--- src/rtl/meduram_pkg.sv ---
`default_nettype none
// ============================================================================
// Module      : meduram_pkg
// Description : Shared constants, bank index type and select-width helper
//               for the multi-bank memory blocks.
// Revision    : 1.0 - initial release
// ============================================================================
package meduram_pkg;

    localparam int C_DEFAULT_CNT_WIDTH  = 16;
    localparam int C_DEFAULT_NB_WRAGENT = 2;

    // Bank index width: one bit minimum so a single-bank build still has a port.
    function automatic int sel_width(input int nb_agent);
        return (nb_agent > 1) ? $clog2(nb_agent) : 1;
    endfunction

    typedef logic [sel_width(C_DEFAULT_NB_WRAGENT)-1:0] bank_idx_t;

endpackage
`default_nettype wire

--- src/rtl/bank_accounter_if.sv ---
`default_nettype none
// ============================================================================
// Module      : bank_accounter_if
// Description : Write/read/collision bundle between agents and bank_accounter.
// Revision    : 1.0 - initial release
// ============================================================================
interface bank_accounter_if
    import meduram_pkg::*;
#(
    parameter int ADDR_WIDTH   = 8,
    parameter int NB_WRAGENT   = 2,
    parameter int NB_RDAGENT   = 2,
    parameter int SELECT_WIDTH = sel_width(NB_WRAGENT),
    parameter int CNT_WIDTH    = C_DEFAULT_CNT_WIDTH
);
    logic [NB_WRAGENT-1:0]              wren;
    logic [NB_WRAGENT*ADDR_WIDTH-1:0]   wraddr;
    logic [NB_RDAGENT-1:0]              rden;
    logic [NB_RDAGENT*ADDR_WIDTH-1:0]   rdaddr;
    logic [NB_RDAGENT*SELECT_WIDTH-1:0] rdselect;
    logic                               clear;
    logic                               collision;
    logic [CNT_WIDTH-1:0]               collision_cnt;

    modport master (
        output wren, wraddr, rden, rdaddr, clear,
        input  rdselect, collision, collision_cnt
    );

    modport slave (
        input  wren, wraddr, rden, rdaddr, clear,
        output rdselect, collision, collision_cnt
    );
endinterface
`default_nettype wire

--- src/rtl/bank_accounter_wr_arbiter.sv ---
`default_nettype none
// ============================================================================
// Module      : accounter_wr_arbiter
// Description : Masks lower-index writers sharing an address with a higher
//               one and flags any same-address write collision.
// Revision    : 1.0 - initial release
// ============================================================================
module accounter_wr_arbiter
    import meduram_pkg::*;
#(
    parameter int ADDR_WIDTH = 8,
    parameter int NB_WRAGENT = 2
) (
    input  wire logic [NB_WRAGENT-1:0]            i_wren,
    input  wire logic [NB_WRAGENT*ADDR_WIDTH-1:0] i_wraddr,
    output logic      [NB_WRAGENT-1:0]            o_wr_eff,
    output logic                                  o_collision
);

    always_comb begin
        o_wr_eff    = i_wren;
        o_collision = 1'b0;
        for (int i = 0; i < NB_WRAGENT; i++) begin
            for (int j = i + 1; j < NB_WRAGENT; j++) begin
                if (i_wren[i] && i_wren[j] &&
                    (i_wraddr[i*ADDR_WIDTH +: ADDR_WIDTH] == i_wraddr[j*ADDR_WIDTH +: ADDR_WIDTH])) begin
                    o_wr_eff[i] = 1'b0;
                    o_collision = 1'b1;
                end
            end
        end
    end

endmodule
`default_nettype wire

--- src/rtl/bank_accounter.sv ---
`default_nettype none
// ============================================================================
// Module      : bank_accounter
// Description : Flop-based live-value table: last writing bank per address,
//               looked up combinationally for each read agent.
//               Optional macro BANK_ACCOUNTER_COLLISION_EN builds the sticky
//               collision flag and saturating collision counter.
// Revision    : 1.0 - initial release
// ============================================================================
module bank_accounter
    import meduram_pkg::*;
#(
    parameter int ADDR_WIDTH   = 8,
    parameter int NB_WRAGENT   = 2,
    parameter int NB_RDAGENT   = 2,
    parameter int SELECT_WIDTH = sel_width(NB_WRAGENT),
    parameter int CNT_WIDTH    = C_DEFAULT_CNT_WIDTH
) (
    input wire logic        aclk,
    input wire logic        aresetn,
    bank_accounter_if.slave bus
);

    localparam int C_DEPTH = 2**ADDR_WIDTH;

    logic [SELECT_WIDTH-1:0]            r_table [C_DEPTH];
    logic [NB_WRAGENT-1:0]              w_wr_eff;
    logic                               w_collision;
    logic [NB_RDAGENT*SELECT_WIDTH-1:0] w_rdselect;

    accounter_wr_arbiter #(
        .ADDR_WIDTH (ADDR_WIDTH),
        .NB_WRAGENT (NB_WRAGENT)
    ) u_wr_arbiter (
        .i_wren      (bus.wren),
        .i_wraddr    (bus.wraddr),
        .o_wr_eff    (w_wr_eff),
        .o_collision (w_collision)
    );

    // Writes are applied after the clear so a same-cycle write wins.
    always_ff @(posedge aclk or negedge aresetn) begin
        if (!aresetn) begin
            for (int e = 0; e < C_DEPTH; e++) begin
                r_table[e] <= '0;
            end
        end else begin
            if (bus.clear) begin
                for (int e = 0; e < C_DEPTH; e++) begin
                    r_table[e] <= '0;
                end
            end
            for (int i = 0; i < NB_WRAGENT; i++) begin
                if (w_wr_eff[i]) begin
                    r_table[bus.wraddr[i*ADDR_WIDTH +: ADDR_WIDTH]] <= SELECT_WIDTH'(i);
                end
            end
        end
    end

    always_comb begin
        w_rdselect = '0;
        for (int j = 0; j < NB_RDAGENT; j++) begin
            if (bus.rden[j]) begin
                w_rdselect[j*SELECT_WIDTH +: SELECT_WIDTH] = r_table[bus.rdaddr[j*ADDR_WIDTH +: ADDR_WIDTH]];
            end
        end
    end

    assign bus.rdselect = w_rdselect;

`ifdef BANK_ACCOUNTER_COLLISION_EN
    logic                 r_collision;
    logic [CNT_WIDTH-1:0] r_collision_cnt;

    // A clear coinciding with a collision restarts the count at one.
    always_ff @(posedge aclk or negedge aresetn) begin
        if (!aresetn) begin
            r_collision     <= 1'b0;
            r_collision_cnt <= '0;
        end else if (bus.clear) begin
            r_collision     <= w_collision;
            r_collision_cnt <= CNT_WIDTH'(w_collision);
        end else if (w_collision) begin
            r_collision <= 1'b1;
            if (r_collision_cnt != '1) begin
                r_collision_cnt <= r_collision_cnt + CNT_WIDTH'(1);
            end
        end
    end

    assign bus.collision     = r_collision;
    assign bus.collision_cnt = r_collision_cnt;
`else
    logic w_unused_collision;
    assign w_unused_collision = w_collision;
    assign bus.collision      = 1'b0;
    assign bus.collision_cnt  = '0;
`endif

endmodule
`default_nettype wire

--- src/flat_wrapper.sv ---
// flat-port wrapper written by rule: the top's interface ports become plain ports
module bank_accounter_flat import meduram_pkg::*;
#(
    parameter int ADDR_WIDTH   = 8,
    parameter int NB_WRAGENT   = 2,
    parameter int NB_RDAGENT   = 2,
    parameter int SELECT_WIDTH = sel_width(NB_WRAGENT),
    parameter int CNT_WIDTH    = C_DEFAULT_CNT_WIDTH
)
  (aclk, aresetn, bus_wren, bus_wraddr, bus_rden, bus_rdaddr, bus_clear, bus_rdselect, bus_collision, bus_collision_cnt);
  bank_accounter_if #(.ADDR_WIDTH(ADDR_WIDTH), .NB_WRAGENT(NB_WRAGENT), .NB_RDAGENT(NB_RDAGENT), .SELECT_WIDTH(SELECT_WIDTH), .CNT_WIDTH(CNT_WIDTH)) bus_i ();
  input wire logic aclk;
  input wire logic aresetn;
  input wire logic [$bits(bus_i.wren)-1:0] bus_wren;
  input wire logic [$bits(bus_i.wraddr)-1:0] bus_wraddr;
  input wire logic [$bits(bus_i.rden)-1:0] bus_rden;
  input wire logic [$bits(bus_i.rdaddr)-1:0] bus_rdaddr;
  input wire logic [$bits(bus_i.clear)-1:0] bus_clear;
  output wire logic [$bits(bus_i.rdselect)-1:0] bus_rdselect;
  output wire logic [$bits(bus_i.collision)-1:0] bus_collision;
  output wire logic [$bits(bus_i.collision_cnt)-1:0] bus_collision_cnt;
  assign bus_i.wren = bus_wren;
  assign bus_i.wraddr = bus_wraddr;
  assign bus_i.rden = bus_rden;
  assign bus_i.rdaddr = bus_rdaddr;
  assign bus_i.clear = bus_clear;
  assign bus_rdselect = bus_i.rdselect;
  assign bus_collision = bus_i.collision;
  assign bus_collision_cnt = bus_i.collision_cnt;
  bank_accounter #(.ADDR_WIDTH(ADDR_WIDTH), .NB_WRAGENT(NB_WRAGENT), .NB_RDAGENT(NB_RDAGENT), .SELECT_WIDTH(SELECT_WIDTH), .CNT_WIDTH(CNT_WIDTH)) u_core (.aclk(aclk), .aresetn(aresetn), .bus(bus_i));
endmodule
--- config.mk ---
export PLATFORM = sky130hd
export DESIGN_NAME = bank_accounter_flat
export DESIGN_NICKNAME = d
export VERILOG_FILES = /design/src/rtl/meduram_pkg.sv /design/src/rtl/bank_accounter_if.sv /design/src/rtl/bank_accounter_wr_arbiter.sv /design/src/rtl/bank_accounter.sv /design/src/flat_wrapper.sv
export SDC_FILE = /design/constraint.sdc
export NUM_CORES = 1
export LEC_CHECK = 0
export CAP_MARGIN = 20
export CORE_ASPECT_RATIO = 1.5
export CORE_MARGIN = 2
export CORE_UTILIZATION = 27
export CTS_BUF_LIST = sky130_fd_sc_hd__clkbuf_8
export CTS_CLUSTER_SIZE = 24
export DETAILED_ROUTE_END_ITERATION = 8
export PLACE_DENSITY = 0.39
export SETUP_SLACK_MARGIN = 0.3
export SKIP_LAST_GASP = 1
export SLEW_MARGIN = 10
export SYNTH_ARGS = -nofsm -noshare
export SYNTH_HDL_FRONTEND = slang
export SYNTH_SLANG_ARGS = --single-unit
--- constraint.sdc ---
create_clock -name aclk -period 6 [get_ports aclk]
set_clock_uncertainty 0.05 [all_clocks]
set_input_delay 0.9 -clock aclk [delete_from_list [all_inputs] [get_ports aclk]]
set_output_delay 0.9 -clock aclk [all_outputs]
set_load 0.03 [all_outputs]
* Yosys cells after proc, flatten, opt, wreduce, memory -nomap -nowiden
Index checks and enable logic that the tools add are counted.
** Storage, ports and cells
- Output and inout port bits :: 19
- Register bits after elaboration :: 256
- Word-level logic and storage cells :: 290
- Bits of input ports :: 39
** Cells by class
- Eq/ne operators :: 1
- Multiplexer cells :: 16
- Order comparisons :: 6
- Bitwise logic cells :: 7
- Reductions and logical operators :: 4
** Operators with widths (count)
- $mux 256 :: 3
- $and 256x256->256 :: 1
- $not 256->256 :: 1
- $or 256x256->256 :: 1
- $ge 9x9->1 const B :: 4
- $not 8->9 :: 4
- $lt 9x1->1 const B :: 2
- $bmux 1 s8 :: 2
- $demux 1 s8 :: 2
- $mux 1 :: 9
- $eq 8x8->1 :: 1
- $logic_and 1x1->1 :: 4

* Logic depth before layout (Yosys ltp)
- Depth after elaboration :: 10
- Depth in mapped cells :: 11
- Depth with buffers taken out :: 6

* Modules after synthesis
Synthesis repeated with hierarchy kept, for this count alone.
** Unflattened totals
- Cells, all modules :: 1538
- Area, all modules :: 16099.2 um2
** Modules (own cells, without submodules)
- bank_accounter :: times used 1, area an instance 15954.1 um2, cells each 1520, sequential area each 6406.1 um2
- accounter_wr_arbiter :: times used 1, area an instance 145.1 um2, cells each 18, sequential area each 0.0 um2

* Worst setup path after synthesis
Ideal clock, no wire load.
- Path type :: in2out
- From :: input port bus_rdaddr[0]
- To :: output port bus_rdselect[0]
- Slack :: 1.937 ns
- Buffers on the path :: 4
- Data arrival time :: 3.113 ns
- Stages on the path :: 10
- Cell sequence :: buf_6 > buf_12 > buf_8 > buf_8 > mux2i_1 > o221ai_2 > o21ai_0 > a2111oi_0 > a311oi_1 > o31ai_1
** Between the ends
- Longest elaborated chain between the ends :: 5
** RTL lines
- from (decl) :: RTL line flat_wrapper.sv:17 : input wire logic [$bits(bus_i.rdaddr)-1:0] bus_rdaddr;
- $not 8->9 (not written as such) :: RTL line bank_accounter.sv:65 : w_rdselect[j*SELECT_WIDTH +: SELECT_WIDTH] = r_table[bus.rdaddr[j*ADDR_WIDTH +: ADDR_WIDTH]];
- $bmux 1 s8 :: RTL line bank_accounter.sv:65
- $mux 1 (not written as such) (2 in series) :: RTL line bank_accounter.sv:65
- $mux 1 :: RTL line bank_accounter.sv:64 : if (bus.rden[j]) begin
- to (decl) :: RTL line flat_wrapper.sv:19 : output wire logic [$bits(bus_i.rdselect)-1:0] bus_rdselect;
Every way passes these cells. The select of a mux whose other input is x is not followed.

* Final worst setup path
- From :: input port bus_rdaddr[2]
- To :: output port bus_rdselect[0]
Same word-level chain as after synthesis.

==> metrics <==
FF+latch area=6410 sq um; final setup vio count=0; Die Span X=203 um; cell count after synthesis=1621; Fillers=6160; gr ovfl total=0; routed wire length per instance=31.1 um; layout cell share with drive strength beyond 1=14.5%; GPL Wtd Cong=0.875; register area share after synthesis=39.9%; P per Cell Area=219 nW/um^2; vias in the first global route=13800; Seq cells post-synth=256; final core area utilization=30.8%; Fin Hold WS=0.296 ns; Maximum Capacitance Violations=0; Starting Density=27.3%; initial antenna violation count=5; Top cell by count, worst path=clkdlybuf4s50_1; fin nets=1648; fin area=18100 sq um; Core ar.=58900 sq um; DRT iter0 DRCs=1324; worst-skew pair later-pin latency=0.60 ns; most used routing layer in global routing=met2; TritonCTS clock tree=yes; CP Capture Type=primary output; minimum clock period=5.50 ns; Worst Max-Slew Pin Slew=1.20 ns; FMAX=0.182 GHz; DR vias/cell=5.74; Largest Register=u_core.r_table; max-slew violations=0; leakage power=7.16 nW; All-Layer GR Usage=24.5%; global-route wire length before repair=107000 um; WP data required=5.05 ns; crit share post-route=91.7%; RSZ-0062 raised after global routing=false; die area=61500 sq um; post-cts sizing count=0; top cells by area, synth=dfrtp_1 (40%), o21ai_0 (16%), mux4_2 (15%); Setup crit start kind=input port; largest area contributor in the netlist=dfrtp_1; M3 GR Usage=3.00%; final wirelength=75300 um; Top Registers=u_core.r_table (256); crit-path max cell delay=1.05 ns; area growth from synthesis to layout=12.8%; synthesis warning total=0; largest net degree at the start of global routing=136; crit path DAT=4.55 ns; number of port buffers=40; Cell variety after synth=54; Post-synth EDFFs=0; # DRC=0; Post-Syn Area per Cell=9.91 sq um; ys async rst share=100%; Max FO, Critical Path=10; Clock Pin Slew Worst Setup and Hold Paths=0.05 ns; VDD IR-drop max=0.114 mV; CP top delay family=buffers and inverters; DPL Wire Length=46400 um; Synth top area share=39.9%; Slew HR=19.7%; std cell rows=109; Tightest Hold Check Type=in2async; CTS buffer count=48; # H-tree levels=2; Global Route met2 Usage=43.2%; clock sink count=256; WS Path Type=in2out; I/O Pins=58; slowest CP cell=clkdlybuf4s50_1; CP Cell Sequence=clkdlybuf4s50_1, clkinv_1, mux4_2, a21oi_1, o31a_1, or4_1, o31ai_1, clkdlybuf4s50_1; dpl cell area=17100 sq um; Hold-fix buffers, CTS=0; drt first pass iters=7; sum of negative setup slack=0 ns; status=finished, final reports clean; Antenna Nets Post-Route=0; via count=13900; met1 Use GR=30.1%; Power Total=3.97 mW; max reg flops=256; Multi-input gate area=8910 sq um; postcts setup bufs=0; Die Y=303 um; CP Buf/Inv Count=3; Clock Tree Buf Depth=3; Root Buffer=clkbuf_8; ys flop type=dfrtp_1; synthesized area=16100 sq um; Final Hold Fails=0
==> worst register-to-register path: stages (launching register included) <==
cell and delay [ns]:
dfrtp_1 0.41, nor2b_1 0.14, o21ai_0 0.10, o21ai_0 0.13
==> area by class of cell <==
cell class	instances	share of cell area, %
sequential	256	35.3
tap	777	5.36
inverter	10	0.207
clock buffer	61	4.63
clock inverter	24	0.793
timing repair buffer	86	4.52
multi-input combinational	1207	49.1
antenna	1	0.0138
==> kinds of logic after synthesis <==
family	after synthesis	synth area share, %
AO/OA/AOI/OAI	607	20.4
multiplexers	166	19.2
AND/OR/NAND/NOR	409	14.9
flip-flops	256	39.9
buffers and inverters	174	5.25
XOR/XNOR	8	0.436
other	1	0.0233
==> layout by cell type, fill, tap and decap left out, types with 3 or more instances in the layout <==
master,Yosys,layout
o21ai_0,516,516
nor2b_1,275,275
dfrtp_1,256,256
mux4_2,108,108
clkbuf_8,0,62
mux2i_1,52,52
buf_4,26,44
nand2_1,41,41
clkdlybuf4s50_1,0,34
inv_1,7,28
nand3_1,30,24
o22ai_1,18,18
nor2_1,17,17
conb_1,1,17
o221ai_1,16,16
a21oi_1,13,13
nand2b_1,11,11
nand3b_1,8,8
a22oi_1,8,8
xor2_1,7,7
a211oi_1,7,7
nand3_2,0,6
a2111oi_0,6,6
nor3_1,5,5
nand4_1,5,5
and2_1,4,4
o211ai_1,4,4
mux4_1,4,4
buf_12,1,4
or2_2,3,3
nor4_1,3,3
a311o_1,3,3
a22o_1,3,3
==> power by group <==
part / internal, mW / total [mW] / switching, mW / leakage [nW]
Combinational: 0.114 / 0.436 / 0.322 / 3.00
Sequential: 1.73 / 1.74 / 0.00513 / 3.57
Clock: 0.990 / 1.80 / 0.809 / 0.583
==> synthesized netlist by cell type (3+ instances only) <==
cell and count:
a2111oi_0 6, o21ai_0 516, mux2i_1 52, nor4_1 3, nand2b_1 11, o211ai_1 4, a21oi_1 13, nand2_1 41
dfrtp_1 256, a211oi_1 7, nor3_1 5, clkbuf_1 110, or2_2 3, a311o_1 3, buf_2 18, a22oi_1 8
nand3b_1 8, o22ai_1 18, xor2_1 7, o221ai_1 16, inv_1 7, buf_4 26, nand3_1 30, nor2_1 17
mux4_1 4, nor2b_1 275, mux4_2 108, a22o_1 3, buf_6 4, nand4_1 5, and2_1 4
==> layer usage <==
| metal | up-vias | wire [um] | share of wire [%] |
|---|---|---|---|
| met4 | 2 | 3310 | 4.4 |
| met5 | - | 10 | 0.013 |
| li1 | 5905 | - | - |
| met1 | 7306 | 29900 | 40 |
| met2 | 555 | 38500 | 51 |
| met3 | 146 | 3570 | 4.7 |
==> final timing paths <==
path	startpoint	end	slack [ns]	cells after the start
setup / recovery	bus_rdaddr[2]	bus_rdselect[0]	0.50	8
hold / removal	aresetn	u_core.r_table[0]$_DFF_PN0_	0.30	1
setup reg to reg	u_core.r_table[13]$_DFF_PN0_	u_core.r_table[13]$_DFF_PN0_	5.02	3
hold reg to reg	u_core.r_table[221]$_DFF_PN0_	u_core.r_table[221]$_DFF_PN0_	0.60	3
max in group asynchronous	aresetn	u_core.r_table[122]$_DFF_PN0_	4.22	2
min in group aclk	u_core.r_table[221]$_DFF_PN0_	u_core.r_table[221]$_DFF_PN0_	0.60	3
==> through the flow <==
stage | instances | worst slack (ns)
after floorplan | 1637 | 1.94
after CTS | 2420 | 0.535
after global routing | 2422 | 0.434
final | 2422 | 0.496
after detailed placement | 2335 | 0.551
after global placement | 2334 | 0.587
(Power assumes the default switching activity.)
